## src/rtl/instru_loader.sv

```systemverilog
// Host-link program loader: parses framed byte stream, writes 32-bit LE words into instruction RAM.
// Optional checksum byte at frame end is enabled with `define LOADER_CHECKSUM_EN.
module instru_loader #(
  parameter int                ADDR_W    = 32,
  parameter logic [ADDR_W-1:0] BASE_ADDR = '0,
  parameter int                MAX_WORDS = 1024
) (
  input  logic              clk,
  input  logic              rst_n,
  input  logic [7:0]        in_data,
  input  logic              in_valid,
  output logic              in_ready,
  output logic              wr_en,
  output logic [ADDR_W-1:0] wr_addr,
  output logic [31:0]       wr_data,
  output logic              cpu_hold,
  output logic              load_busy,
  output logic              load_done,
  output logic              load_err,
  output logic [2:0]        dbg_state
);

  // Handshake: a byte is consumed on a rising edge where in_valid && in_ready;
  // in_ready depends only on the state, so it never combinationally follows in_valid.

  typedef enum logic [2:0] {
    IDLE  = 3'd0,
    LEN0  = 3'd1,
    LEN1  = 3'd2,
    DATA  = 3'd3,
    WRITE = 3'd4,
    CHK   = 3'd5,
    DONE  = 3'd6,
    ERR   = 3'd7
  } state_t;

  localparam logic [7:0]  SYNC = 8'hA5;
  localparam int unsigned MAXW = MAX_WORDS;

  state_t      state_q, state_d;
  logic [15:0] count_q;
  logic [15:0] k_q;
  logic [1:0]  lane_q;
  logic [23:0] asm_q;
  logic        done_q, err_q;
  logic        accept, start, set_done, set_err;
  logic [15:0] len_n, k_inc;
`ifdef LOADER_CHECKSUM_EN
  logic [7:0]  sum_q;
`endif

  assign accept = in_valid && in_ready;
  assign len_n  = {in_data, count_q[7:0]};
  assign k_inc  = k_q + 16'd1;

  always_ff @(posedge clk or negedge rst_n) begin
    if (!rst_n) state_q <= IDLE;
    else        state_q <= state_d;
  end

  always_comb begin
    state_d  = state_q;
    start    = 1'b0;
    set_done = 1'b0;
    set_err  = 1'b0;
    unique case (state_q)
      IDLE, DONE, ERR: begin
        if (accept && in_data == SYNC) begin
          state_d = LEN0;
          start   = 1'b1;
        end
      end
      LEN0: if (accept) state_d = LEN1;
      LEN1: begin
        if (accept) begin
          if ({16'd0, len_n} > MAXW) begin
            state_d = ERR;
            set_err = 1'b1;
          end else if (len_n == 16'd0) begin
`ifdef LOADER_CHECKSUM_EN
            state_d  = CHK;
`else
            state_d  = DONE;
            set_done = 1'b1;
`endif
          end else begin
            state_d = DATA;
          end
        end
      end
      DATA: if (accept && lane_q == 2'd3) state_d = WRITE;
      WRITE: begin
        if (k_inc == count_q) begin
`ifdef LOADER_CHECKSUM_EN
          state_d  = CHK;
`else
          state_d  = DONE;
          set_done = 1'b1;
`endif
        end else begin
          state_d = DATA;
        end
      end
`ifdef LOADER_CHECKSUM_EN
      CHK: begin
        if (accept) begin
          if (in_data == sum_q) begin
            state_d  = DONE;
            set_done = 1'b1;
          end else begin
            state_d = ERR;
            set_err = 1'b1;
          end
        end
      end
`endif
      default: state_d = IDLE;
    endcase
  end

  always_ff @(posedge clk or negedge rst_n) begin
    if (!rst_n) begin
      count_q <= '0;
      k_q     <= '0;
      lane_q  <= '0;
      asm_q   <= '0;
      wr_data <= '0;
      wr_addr <= BASE_ADDR;
      done_q  <= 1'b0;
      err_q   <= 1'b0;
    end else begin
      if (start) begin
        k_q    <= '0;
        lane_q <= '0;
        done_q <= 1'b0;
        err_q  <= 1'b0;
      end
      if (set_done) done_q <= 1'b1;
      if (set_err)  err_q  <= 1'b1;
      if (state_q == LEN0 && accept) count_q[7:0]  <= in_data;
      if (state_q == LEN1 && accept) count_q[15:8] <= in_data;
      if (state_q == DATA && accept) begin
        lane_q <= lane_q + 2'd1;
        unique case (lane_q)
          2'd0: asm_q[7:0]   <= in_data;
          2'd1: asm_q[15:8]  <= in_data;
          2'd2: asm_q[23:16] <= in_data;
          default: begin
            // Output word/address only change here, so they hold between writes.
            wr_data <= {in_data, asm_q};
            wr_addr <= BASE_ADDR + ADDR_W'({k_q, 2'b00});
          end
        endcase
      end
      if (state_q == WRITE) k_q <= k_inc;
    end
  end

`ifdef LOADER_CHECKSUM_EN
  always_ff @(posedge clk or negedge rst_n) begin
    if (!rst_n)                         sum_q <= '0;
    else if (start)                     sum_q <= '0;
    else if (state_q == DATA && accept) sum_q <= sum_q + in_data;
  end
`endif

  assign in_ready  = (state_q != WRITE);
  assign wr_en     = (state_q == WRITE);
  assign cpu_hold  = !(state_q == IDLE || state_q == DONE);
  assign load_busy = !(state_q == IDLE || state_q == DONE || state_q == ERR);
  assign load_done = done_q;
  assign load_err  = err_q;
  assign dbg_state = state_q;

endmodule
```

## config.mk

```make
export PLATFORM = sky130hd
export DESIGN_NAME = instru_loader
export DESIGN_NICKNAME = d
export VERILOG_FILES = /design/src/rtl/instru_loader.sv
export SDC_FILE = /design/constraint.sdc
export NUM_CORES = 1
export LEC_CHECK = 0
export BUFFER_PORTS_ARGS = -buffer_cell sky130_fd_sc_hd__buf_2
export CAP_MARGIN = 15
export CORE_ASPECT_RATIO = 1.1
export CORE_MARGIN = 2
export CORE_UTILIZATION = 51
export DETAILED_ROUTE_END_ITERATION = 12
export HOLD_SLACK_MARGIN = 0.15
export PLACE_DENSITY = 0.81
export RECOVER_POWER = 25
export SLEW_MARGIN = 30
export SYNTH_ARGS = -nofsm -noshare
export SYNTH_HDL_FRONTEND = slang
export SYNTH_SLANG_ARGS = --single-unit
```

## constraint.sdc

```tcl
create_clock -name clk -period 2.8 [get_ports clk]
set_input_delay 0.28 -clock clk [delete_from_list [all_inputs] [get_ports clk]]
set_output_delay 0.28 -clock clk [all_outputs]
set_load 0.01 [all_outputs]
```

## Word level (Yosys, flattened, before mapping)

Cells that the tools add are included.

| operators by class | value |
|---|---|
| add/subtract/negate cells | 2 |
| order comparisons | 1 |
| eq/ne operators | 16 |
| muxes and demuxes | 25 |
| bitwise logic cells | 1 |
| reduce and logical (&&, ||, !) cells | 24 |

Operators by type and width:

| cell | count |
|---|---|
| two-way mux 16 bit | 2 |
| two-way mux 3 bit | 7 |
| adder 16 x 1 -> 16 bit (second input constant) | 1 |
| == test 16 bit | 1 |
| > comparator 16 x 11 -> 1 bit (second input constant) | 1 |
| logical NOT 16 bit | 1 |
| case mux 3 bit (5 select lines) | 1 |
| two-way mux 1 bit | 12 |
| == test 3 bit (second input constant) | 3 |
| == test 8 bit (second input constant) | 1 |
| != test 2 bit (second input constant) | 4 |
| AND reduction 2 bit | 4 |
| nonzero test 2 bit | 4 |
| == test 3 x 2 -> 1 bit (second input constant) | 2 |
| logical AND 1 bit | 6 |
| OR reduction 3 bit | 2 |
| == test 2 bit (second input constant) | 2 |
| two-way mux 2 bit | 2 |
| AND reduction 4 bit | 1 |
| == test 3 x 1 -> 1 bit (second input constant) | 1 |
| logical NOT 3 bit | 1 |
| != test 3 bit (second input constant) | 1 |
| adder 2 x 1 -> 2 bit (second input constant) | 1 |
| == test 2 x 1 -> 1 bit (second input constant) | 1 |
| other kinds (5) | 7 |

| storage, ports and cells | value |
|---|---|
| register bits after elaboration | 111 |
| bits of input ports | 11 |
| output and inout port bits | 73 |
| logic and storage cells | 81 |

## Depth between registers and ports, before layout

| logic depth | value |
|---|---|
| depth after elaboration | 7 |
| gate-level depth with buffers | 9 |
| mapped depth without buffers | 7 |

## Worst setup path before layout

No wires, ideal clock.

| path | value |
|---|---|
| path kind | register to register |
| start | register k_q[1] |
| end | register state_q[0], in the netlist dbg_state[0] |
| library setup time | 0.123 ns |
| arrival | 2.153 ns |
| required time | 2.677 ns |
| slack | 0.523 ns |
| stages on the path, launching flop included | 9 |
| buffers on the path | 1 |
| period minus slack after synthesis | 2.277 ns |
| path through | dfrtp_1 > ha_1 > clkbuf_1 > nand4_1 > nor4_1 > xor2_1 > a2111oi_0 > nand4_1 > nor2b_1 |

| between the ends | value |
|---|---|
| cells in the longest elaborated chain, start to end | 4 |

RTL lines:

| item | line | text |
|---|---|---|
| from (decl) | 42 | `logic [15:0] k_q;` |
| from (signal assigned) | 155 | `if (state_q == WRITE) k_q <= k_inc;` |
| adder 16 x 1 -> 16 bit | 54 | `assign k_inc = k_q + 16'd1;` |
| == test 16 bit | 93 | `if (k_inc == count_q) begin` |
| two-way mux 3 bit | 93 |  |
| case mux 3 bit (5 select lines) | 66 | `unique case (state_q)` |
| to (signal assigned) | 58 | `else state_q <= state_d;` |
| to (decl) | 40 | `state_t state_q, state_d;` |

Every way passes these cells.
A chain may end at the register's enable or synchronous reset.

## Final worst setup path

| path | value |
|---|---|
| start | register k_q[6] |
| end | register state_q[0], in the netlist dbg_state[0] |

The elaborated chain is that of the path after synthesis.

==> out/results.tsv <==
metric	value	unit
outcome	finished clean	
avgSynthCellArea	11.6	um2
power_per_cell_area	1110	mW/mm2
port_buffers	67	
synth-seq-cells	111	
yosysUniqueCellTypes	47	
final_hold_viol_count	0	
core-area	0.0103	mm2
syn_area	0.00534	mm2
finalSetupViolations	0	
ys.flop_type	dfrtp_1	
num-nets-final	537	
critical_path.top_delay_family	simple AND/OR/NAND/NOR gates	
required	3.03	ns
track_usage	22.2	%
cts_tree	done	
hp-class	in2reg	
insertedDiodeCount	0	
layout_commonest_cell	dfrtp_1	
setup-tns-final	0	ns
drive_above_1_share	32.1	%
async_flop_share	100	%
cp-end-kind	flop	
ant_nets	0	
initial_core_util	51.8	%
final_cells	669	
vias_per_cell	5.66	
fp.dieArea	0.0113	mm2
antenna_found_initial	0	
timing.critical_path.buf_inv	0	
die_h	111	um
synthCells	458	
drv_cap	0	
final_max_slew_viol_count	0	
wire_per_inst	17.5	um
start_kind	flop	
grt_overflow	0	
cts_buffer_depth	2	
num_rows	39	
final.setup_skew	0.0114	ns
worst_slew_pin_slew	1.22	ns
cts_max_level	3	
yosysSeqAreaShare	52.1	%
peakVddDrop	0.627	mV
slowest_delay	0.60	ns
drt_first_pass_iters	5	
syn_to_final_growth	14.3	%
clock_latency	0.36	ns
crit_chain	nand4_4 > or4_1 > or3_4 > a2111oi_4 > nand4_1 > nor2b_1	
dp.cells	652	
crit_fanout	9	
gp_congestion	0.911	
rsz0062_at_grt	no	
vias	3788	
grt_pass1_vias	3916	
cts_buffers	9	
criticalPathCategory	reg2reg	
ctsRootBufferMaster	clkbuf_16	
grt_max_degree	63	
wl	11700	um
drc	0	
io_pins	84	
synth_edf_count	0	
cpMaxStageDelayCell	or4_1	
dp_hpwl	8020	um
final.fill_count	841	
yosys_warnings	0	
post-route-min-period	2.50	ns
maxSlewHeadroom	18.6	%
grt_pass1_wl	19700	um
die_w	102	um
clkTransAtPathRegs	0.07	ns
final_cell_mix	dfrtp_1, mux2_2, buf_2	
fin_crit_sh	89.5	%
first_iter_violations	263	
clock-sinks	111	
p_leak	2.81	nW
crit_arrival	2.73	ns
fmax	399	MHz
## metal layers
layer  global-route usage (%)  vias to the layer above  wire length (um)  part of all wire (%)
li1                         -                     1750                 -                     -
met1                     29.0                     1874              4940                    42
met2                     35.8                      139              5820                    50
met3                     4.92                       25               696                   6.0
met4                     8.74                        0               235                   2.0
met5                        0                        -                 0                     0
## synthesized netlist by cell type, types with 2 or more instances
cell         n  area share (%)
a31oi_1      5            0.59
or3_1        3            0.35
nor4_1       5            0.59
buf_4       19             2.7
o221ai_1     2            0.33
nor2_1      20             1.4
buf_2        4            0.38
or4_1        4            0.56
o31ai_1      8             1.1
nand4_1      9             1.1
ha_1         5             1.2
mux2_2      88              19
a2111oi_0    2            0.33
xnor2_1      8             1.3
o41ai_1      3            0.49
nand3b_1     2            0.28
nor2b_1      7            0.82
nor3b_1      2            0.28
clkbuf_1    20             1.4
xor2_1       9             1.5
and4_1       3            0.49
nand2_1     25             1.8
a21oi_1     11             1.0
nand2b_1     2            0.23
o2111ai_1    3            0.49
nand3_1     14             1.3
dfrtp_1    111              52
and3_1       5            0.59
inv_1        8            0.56
nor3_1       5            0.47
o21ai_0     30             2.8
## flip-flops by register name, summed over array words and instances (netlist names)
signal,flops
asm_q,24
k_q,16
wr_data,32
count_q,16
load_err,1
lane_q,2
load_done,1
wr_addr,16
dbg_state,3
## report_power, final
group          leakage (nW)  internal, mW  switching [mW]  total, mW
sequential             1.41          2.33           0.617       2.94
clock                 0.158         0.724           0.643       1.37
combinational          1.24          1.21            1.24       2.44
## through the flow
stage / setup slack (ns) / power [mW] / hold slack, ns / instance area [um2] / utilization, %
floorplan: 0.523 / 4.57 / -0.0156 / 5390 / -
global placement: 0.424 / 5.27 / 0.344 / 5790 / 56.3
detailed placement: 0.352 / 5.42 / 0.343 / 5790 / 56.3
CTS: 0.297 / 6.80 / 0.258 / 6130 / 59.5
global route: 0.0558 / 7.19 / 0.286 / 6100 / 59.2
finish: 0.295 / 6.76 / 0.274 / 6100 / 59.2
## logic make-up (layout without fill, tap and decap cells)
| group | after synthesis | after routing | share of synthesized area (%) |
|---|---|---|---|
| mux | 88 | 88 | 18.6 |
| xor+xnor | 17 | 17 | 2.79 |
| fa+ha+maj | 5 | 5 | 1.17 |
| flops | 111 | 111 | 52.1 |
| buf+inv | 52 | 105 | 5.09 |
| other cells | 1 | 16 | 0.0703 |
| simple gates | 111 | 111 | 11.3 |
| compound gates | 73 | 73 | 8.96 |
## layout make-up
| class | instances | area (um2) | share of cell area, % |
|---|---|---|---|
| clock buffer | 9 | 225 | 3.69 |
| clock inverter | 7 | 100 | 1.64 |
| inverter | 8 | 30.0 | 0.492 |
| multi-input combinational | 310 | 2340 | 38.4 |
| sequential | 111 | 2780 | 45.5 |
| tap | 143 | 179 | 2.93 |
| timing repair buffer | 81 | 443 | 7.26 |
## timing repair
action | in CTS | in global routing
setup buffers | 0 | 0
resized for setup | 0 | 0
hold buffers | 1 | 0
setup endpoints to repair | 0 | 0
hold endpoints to repair | 49 | 0
## path summary, 6_finish.rpt
kind | cells after the start | end | from | slack, ns
max in group asynchronous | 3 | wr_data[22] | rst_n | 1.16
max | 6 | dbg_state[0] | k_q[6] | 0.30
min in group asynchronous | 2 | wr_addr[10] | rst_n | 0.71
min | 2 | asm_q[14] | in_data[6] | 0.27
max reg2reg | 6 | dbg_state[0] | k_q[6] | 0.30
min reg2reg | 1 | asm_q[6] | asm_q[6] | 0.50
Note: power is estimated with default switching activity, not from simulation.
